===== src/rtl/jt12_wrseq.sv =====
// Bus-master write sequencer for the jt12 host port: queues {part,reg,val} commands and
// plays each as address write, data write, then busy polling. Optional: JT12_WRSEQ_TIMEOUT_EN.
module jt12_wrseq #(
  parameter int unsigned DEPTH_LOG2 = 2,
  parameter int unsigned WR_CYC     = 2,
  parameter int unsigned GAP_CYC    = 1
`ifdef JT12_WRSEQ_TIMEOUT_EN
  ,
  parameter int unsigned TMO_CYC    = 255
`endif
) (
  input  logic       clk,
  input  logic       rst_n,
  input  logic       cmd_valid,
  output logic       cmd_ready,
  input  logic       cmd_part,
  input  logic [7:0] cmd_reg,
  input  logic [7:0] cmd_val,
  output logic       cs_n,
  output logic       wr_n,
  output logic [1:0] addr,
  output logic [7:0] din,
  input  logic [7:0] dout,
  output logic       idle,
  output logic       err
);

  localparam int unsigned Depth   = 2 ** DEPTH_LOG2;
  localparam int unsigned MaxWg   = (WR_CYC > GAP_CYC) ? WR_CYC : GAP_CYC;
  localparam int unsigned MaxCyc  = (MaxWg > 2) ? MaxWg : 2;
  localparam int unsigned CntW    = $clog2(MaxCyc);
  localparam logic [CntW-1:0] WrLoad   = CntW'(WR_CYC - 1);
  localparam logic [CntW-1:0] GapLoad  = CntW'(GAP_CYC - 1);
  // Status is registered inside jt12, so the poll needs two cycles before sampling.
  localparam logic [CntW-1:0] PollLoad = CntW'(1);
  localparam logic [DEPTH_LOG2:0] FullCnt = (DEPTH_LOG2 + 1)'(Depth);

`ifdef JT12_WRSEQ_TIMEOUT_EN
  localparam int unsigned TmoW = $clog2(TMO_CYC + 1);
  localparam logic [TmoW-1:0] TmoLast = TmoW'(TMO_CYC - 1);
`endif

  typedef struct packed {
    logic       part;
    logic [7:0] rg;
    logic [7:0] val;
  } cmd_t;

  typedef enum logic [2:0] {
    StIdle,
    StAwr,
    StAgap,
    StDwr,
    StDgap,
    StPoll,
    StPgap
  } state_e;

  // FIFO
  cmd_t                  mem_q [Depth];
  logic [DEPTH_LOG2-1:0] wptr_q, rptr_q;
  logic [DEPTH_LOG2:0]   count_q;
  logic                  push, pop;
  cmd_t                  head;

  // FSM and registered outputs
  state_e          state_q, state_d;
  logic [CntW-1:0] cnt_q, cnt_d;
  cmd_t            lat_q, lat_d, cur;
  logic            cs_n_q, cs_n_d;
  logic            wr_n_q, wr_n_d;
  logic [1:0]      addr_q, addr_d;
  logic [7:0]      din_q, din_d;
  logic            cnt_done;

`ifdef JT12_WRSEQ_TIMEOUT_EN
  logic [TmoW-1:0] tmo_q, tmo_d;
  logic            err_q, err_d;
`endif

  logic unused_dout;
  assign unused_dout = ^dout[6:0];

  assign cmd_ready = (count_q != FullCnt);
  assign push      = cmd_valid & cmd_ready;
  assign head      = mem_q[rptr_q];
  assign idle      = (count_q == '0) && (state_q == StIdle);
  assign cnt_done  = (cnt_q == '0);
  // On the IDLE->AWR edge the head is not latched yet, so read it straight from the FIFO.
  assign cur       = (state_q == StIdle) ? head : lat_q;

  always_ff @(posedge clk) begin
    if (push) begin
      mem_q[wptr_q] <= '{part: cmd_part, rg: cmd_reg, val: cmd_val};
    end
  end

  always_ff @(posedge clk) begin
    if (!rst_n) begin
      wptr_q  <= '0;
      rptr_q  <= '0;
      count_q <= '0;
    end else begin
      if (push) begin
        wptr_q <= wptr_q + 1'b1;
      end
      if (pop) begin
        rptr_q <= rptr_q + 1'b1;
      end
      case ({push, pop})
        2'b10:   count_q <= count_q + 1'b1;
        2'b01:   count_q <= count_q - 1'b1;
        default: count_q <= count_q;
      endcase
    end
  end

  always_comb begin
    state_d = state_q;
    cnt_d   = cnt_done ? cnt_q : cnt_q - 1'b1;
    pop     = 1'b0;
    lat_d   = lat_q;
`ifdef JT12_WRSEQ_TIMEOUT_EN
    tmo_d   = tmo_q;
    err_d   = err_q;
`endif

    case (state_q)
      StIdle: begin
        cnt_d = cnt_q;
        if (count_q != '0) begin
          state_d = StAwr;
          cnt_d   = WrLoad;
          pop     = 1'b1;
          lat_d   = head;
`ifdef JT12_WRSEQ_TIMEOUT_EN
          tmo_d   = '0;
`endif
        end
      end
      StAwr: begin
        if (cnt_done) begin
          state_d = StAgap;
          cnt_d   = GapLoad;
        end
      end
      StAgap: begin
        if (cnt_done) begin
          state_d = StDwr;
          cnt_d   = WrLoad;
        end
      end
      StDwr: begin
        if (cnt_done) begin
          state_d = StDgap;
          cnt_d   = GapLoad;
        end
      end
      StDgap: begin
        if (cnt_done) begin
          state_d = StPoll;
          cnt_d   = PollLoad;
        end
      end
      StPoll: begin
        if (cnt_done) begin
          if (!dout[7]) begin
            state_d = StIdle;
          end else begin
`ifdef JT12_WRSEQ_TIMEOUT_EN
            if (tmo_q == TmoLast) begin
              state_d = StIdle;
              err_d   = 1'b1;
            end else begin
              tmo_d   = tmo_q + 1'b1;
              state_d = StPgap;
              cnt_d   = GapLoad;
            end
`else
            state_d = StPgap;
            cnt_d   = GapLoad;
`endif
          end
        end
      end
      StPgap: begin
        if (cnt_done) begin
          state_d = StPoll;
          cnt_d   = PollLoad;
        end
      end
      default: begin
        state_d = StIdle;
        cnt_d   = '0;
      end
    endcase
  end

  // Outputs follow the next state so every pin is driven straight from a flop.
  always_comb begin
    cs_n_d = 1'b1;
    wr_n_d = 1'b1;
    addr_d = addr_q;
    din_d  = din_q;
    case (state_d)
      StAwr: begin
        cs_n_d = 1'b0;
        wr_n_d = 1'b0;
        addr_d = {cur.part, 1'b0};
        din_d  = cur.rg;
      end
      StDwr: begin
        cs_n_d = 1'b0;
        wr_n_d = 1'b0;
        addr_d = {lat_q.part, 1'b1};
        din_d  = lat_q.val;
      end
      StPoll: begin
        cs_n_d = 1'b0;
        addr_d = 2'd0;
      end
      default: begin
        cs_n_d = 1'b1;
      end
    endcase
  end

  always_ff @(posedge clk) begin
    if (!rst_n) begin
      state_q <= StIdle;
      cnt_q   <= '0;
      lat_q   <= '0;
      cs_n_q  <= 1'b1;
      wr_n_q  <= 1'b1;
      addr_q  <= 2'd0;
      din_q   <= 8'd0;
`ifdef JT12_WRSEQ_TIMEOUT_EN
      tmo_q   <= '0;
      err_q   <= 1'b0;
`endif
    end else begin
      state_q <= state_d;
      cnt_q   <= cnt_d;
      lat_q   <= lat_d;
      cs_n_q  <= cs_n_d;
      wr_n_q  <= wr_n_d;
      addr_q  <= addr_d;
      din_q   <= din_d;
`ifdef JT12_WRSEQ_TIMEOUT_EN
      tmo_q   <= tmo_d;
      err_q   <= err_d;
`endif
    end
  end

  assign cs_n = cs_n_q;
  assign wr_n = wr_n_q;
  assign addr = addr_q;
  assign din  = din_q;
`ifdef JT12_WRSEQ_TIMEOUT_EN
  assign err  = err_q;
`else
  assign err  = 1'b0;
`endif

endmodule


===== config.mk =====
export PLATFORM = sky130hd
export DESIGN_NAME = jt12_wrseq
export DESIGN_NICKNAME = d
export VERILOG_FILES = /design/src/rtl/jt12_wrseq.sv
export SDC_FILE = /design/constraint.sdc
export NUM_CORES = 1
export LEC_CHECK = 0
export BUFFER_PORTS_ARGS = -buffer_cell sky130_fd_sc_hd__buf_2
export CORE_ASPECT_RATIO = 1.1
export CORE_MARGIN = 2
export CORE_UTILIZATION = 63
export CTS_CLUSTER_SIZE = 40
export DETAILED_ROUTE_END_ITERATION = 10
export PLACE_DENSITY = 0.82
export SYNTH_ARGS = -nofsm -noshare
export SYNTH_HDL_FRONTEND = slang
export SYNTH_SLANG_ARGS = --single-unit

===== constraint.sdc =====
create_clock -name clk -period 5.1 [get_ports clk]
set_input_delay 1.02 -clock clk [delete_from_list [all_inputs] [get_ports clk]]
set_output_delay 1.02 -clock clk [all_outputs]
set_load 0.05 [all_outputs]

==> impl_metrics.tcl <==
set metrics [dict create \
    via_count 2630 \
    final.setup.tns_ps 0 \
    pwr-share-clk_pct 17.5 \
    placed_cells 426 \
    route.detailed.drc 0 \
    mappedNetlistArea_um2 4470 \
    end_kind "flop" \
    grt_use_total_pct 21.2 \
    start_util_pct 64.6 \
    cp.arrival_ps 3400 \
    crit_chain "or3_1 > or2_1 > clkinv_4 > ha_1 > inv_1 > fa_1 > xor2_1 > or3_1 > a21oi_1" \
    numCtsBuffers 9 \
    worstPathRequired_ps 5400 \
    critPathKind "flop to flop" \
    maxClockFrequency_ghz 0.323 \
    p_per_area_nw_per_um2 586 \
    cts_tree "done" \
    detail-route-antenna-nets 0 \
    clockBufferDepth 2 \
    irDropWorstVdd_v 0.000386 \
    slowest_delay_ps 530 \
    final_util_pct 69.3 \
    post_route_cells_drive_above_1_share_pct 18.2 \
    synthToLayoutAreaGrowth_pct 7.41 \
    multiInputGateArea_um2 1420 \
    p_leak_nw 1.70 \
    switching_share_pct 39.6 \
    die_h_um 92.4 \
    post_cts_buffers 0 \
    slew_headroom_pct 29.3 \
    crit_slowest_cell "or2_1" \
    final_cell_mix "68 x edfxtp_1, 45 x nand2_1, 42 x dfxtp_1" \
    path_common_cell "or3_1" \
    dieArea_um2 7790 \
    rsz0062_at_grt "false" \
    layout.nets 386 \
    r2r-end "count_q[2]$_SDFFE_PN0P_" \
    seqCellArea_um2 2880 \
    ys.flop_type "edfxtp_1" \
    reg2reg_depth 9 \
    clk_pin_slew_ps 110 \
    synth-edff-count 68 \
    cp-start-kind "flop" \
    synth_top_area_cell "edfxtp_1" \
    ys_top_cells_by_area "edfxtp_1 46%, dfxtp_1 19%, mux4_1 5.3%, mux4_2 4.0%, nand2_1 3.8%" \
    yosysUniqueCellTypes 48 \
    synth_nets 360 \
    io_pins 43 \
    grt_antenna_before_repair 0 \
    gp_congestion 0.805 \
    hold_start "lat_q[6]$_SDFFE_PN0P_" \
    pwr-share-comb_pct 36.1 \
    fill_cells 501 \
    routed_wl_um 7550 \
    syn_avg_cell_area_um2 13.7 \
    hold_depth 2 \
    switchingPower_mw 1.11 \
    finalHoldViolations 0 \
    async_reset_ff_share_pct 0 \
    ctsHoldBuffers 0 \
    ys_seq_elements 110 \
    rows 32 \
    grt_pass1_vias 2470 \
    r2r-start "state_q[1]$_SDFF_PN0_" \
    hold_path_class "flop to flop" \
    overflow 0 \
    hold_end "lat_q[6]$_SDFFE_PN0P_" \
    first_pass_iters 4 \
    dr.first_iter.drc_count 329 \
    slew_violations 0 \
    diodes 0 \
    cts-root-buf "clkbuf_8" \
    grt_max_degree 32 \
    die_x_um 84.3 \
    cts-resized-gates 0 \
    status "complete, no violations" \
    ys_seq_area_share_pct 64.5 \
    intPower_mw 1.70 \
    routedWlPerCell_um 17.1 \
    skew_ps 13.2 \
    dp.final_hpwl_um 4960 \
    period_share_pct 60.7 \
    coreArea_um2 6930 \
    io_buffers 34 \
    tightest_slew_ps 1060 \
    clkLatencyLatePin_ps 370 \
    r2r_setup_slack_ps 2000 \
    clkSinkCount 110 \
    viasPerCell 5.95 \
    grt_first_pass_wirelength_um 12500 \
    synth_top_area_share_pct 45.7 \
    setup_viol 0 \
    mostFrequentLayoutCell "edfxtp_1" \
    path_max_fanout 23 \
    cts_htree_levels 3 \
    synth_warnings 0 \
    seq_power_share_pct 46.4 \
    period_needed_ps 3100 \
    drv_cap 0 \
    stdcell_count 442 \
    synthCells 326 \
]
-- cells by family (layout without fill, tap and decap cells) --
| kind of cell | count (synthesis) | in the layout | share of synthesized area, % |
|---|---|---|---|
| AO/OA/AOI/OAI | 52 | 52 | 8.03 |
| XOR/XNOR | 6 | 6 | 1.18 |
| flip-flops | 110 | 110 | 64.5 |
| other | 1 | 1 | 0.0839 |
| buffers and inverters | 29 | 60 | 3.86 |
| multiplexers | 19 | 19 | 9.82 |
| AND/OR/NAND/NOR | 103 | 103 | 10.7 |
| adder cells (fa/ha/maj) | 6 | 6 | 1.85 |
-- how the worst max path moves through the flow --
stage	startpoint	endpoint	slack [ps]	cells after the start
finish	state_q[1]$_SDFF_PN0_	count_q[2]$_SDFFE_PN0P_	2000	9
CTS	state_q[1]$_SDFF_PN0_	count_q[2]$_SDFFE_PN0P_	2000	9
global route	state_q[1]$_SDFF_PN0_	count_q[2]$_SDFFE_PN0P_	1690	9
detailed placement	state_q[1]$_SDFF_PN0_	count_q[2]$_SDFFE_PN0P_	2000	9
global placement	state_q[1]$_SDFF_PN0_	count_q[2]$_SDFFE_PN0P_	2050	9
floorplan	count_q[2]$_SDFFE_PN0P_	count_q[2]$_SDFFE_PN0P_	2530	9
-- synthesized netlist by cell type, types with 2 or more instances --
master     n
mux4_1     9
nor3_1     8
ha_1       5
and2_1     3
dfxtp_1   42
o221ai_1   3
buf_2      4
buf_6      5
nor3b_1    2
a32oi_1    6
a21oi_1   25
nand2_1   45
clkbuf_1   6
inv_1      9
and3_1     4
a221o_1    5
mux2_2     2
o21ai_0    6
nor2_1    24
xnor2_1    4
xor2_1     2
or3_1      3
mux4_2     8
nand2b_1   5
edfxtp_1  68
-- critical path, delay by kind of cell (launching register included) --
| kind | cells | cell delay, ps |
|---|---|---|
| AO/OA/AOI/OAI | 1 | 130 |
| buffers and inverters | 2 | 340 |
| XOR/XNOR | 1 | 150 |
| adder cells (fa/ha/maj) | 2 | 580 |
| AND/OR/NAND/NOR | 3 | 1300 |
| flip-flops | 1 | 520 |
-- power by group through the flow --
stage | logic [mW] | registers (mW) | clock network, mW
after floorplan | 0.820 | 1.36 | 0
after global routing | 1.12 | 1.33 | 0.545
final | 1.02 | 1.31 | 0.494
after global placement | 0.989 | 1.32 | 0
after detailed placement | 1.01 | 1.33 | 0
after CTS | 1.02 | 1.31 | 0.502
-- routing by layer --
layer	global-route usage (%)	vias to the layer above	wire (um)
li1	-	1262	-
met1	29.9	1285	3370
met2	32.1	70	3640
met3	4.55	13	370
met4	10.2	0	174
met5	0	-	0
-- stage by stage --
stage | total power [mW] | hold WS, ps | instance area [um2] | setup slack [ps]
finish | 2.81 | 462 | 4800 | 2000
global route | 3.00 | 486 | 4800 | 1690
CTS | 2.83 | 461 | 4800 | 2000
detailed placement | 2.34 | 447 | 4620 | 2000
global placement | 2.31 | 442 | 4620 | 2050
floorplan | 2.18 | 434 | 4470 | 2530
-- state kept, by name, indices dropped and copies added (netlist names), 2 cells and up, named ones only --
name / cells
mem_q: 68
lat_q: 17
din: 8
count_q: 3
state_q: 3
addr: 2
rptr_q: 2
wptr_q: 2
-- layout make-up --
cell class                      instances  share of cell area [%]
Clock inverter                          7                    1.28
Inverter                               10                   0.886
Timing Repair Buffer                   34                    3.54
Sequential cell                       110                    60.0
Tap cell                               85                    2.21
Multi-Input combinational cell        187                    29.5
Clock buffer                            9                    2.58
Note: power is estimated with default switching activity, not from simulation.
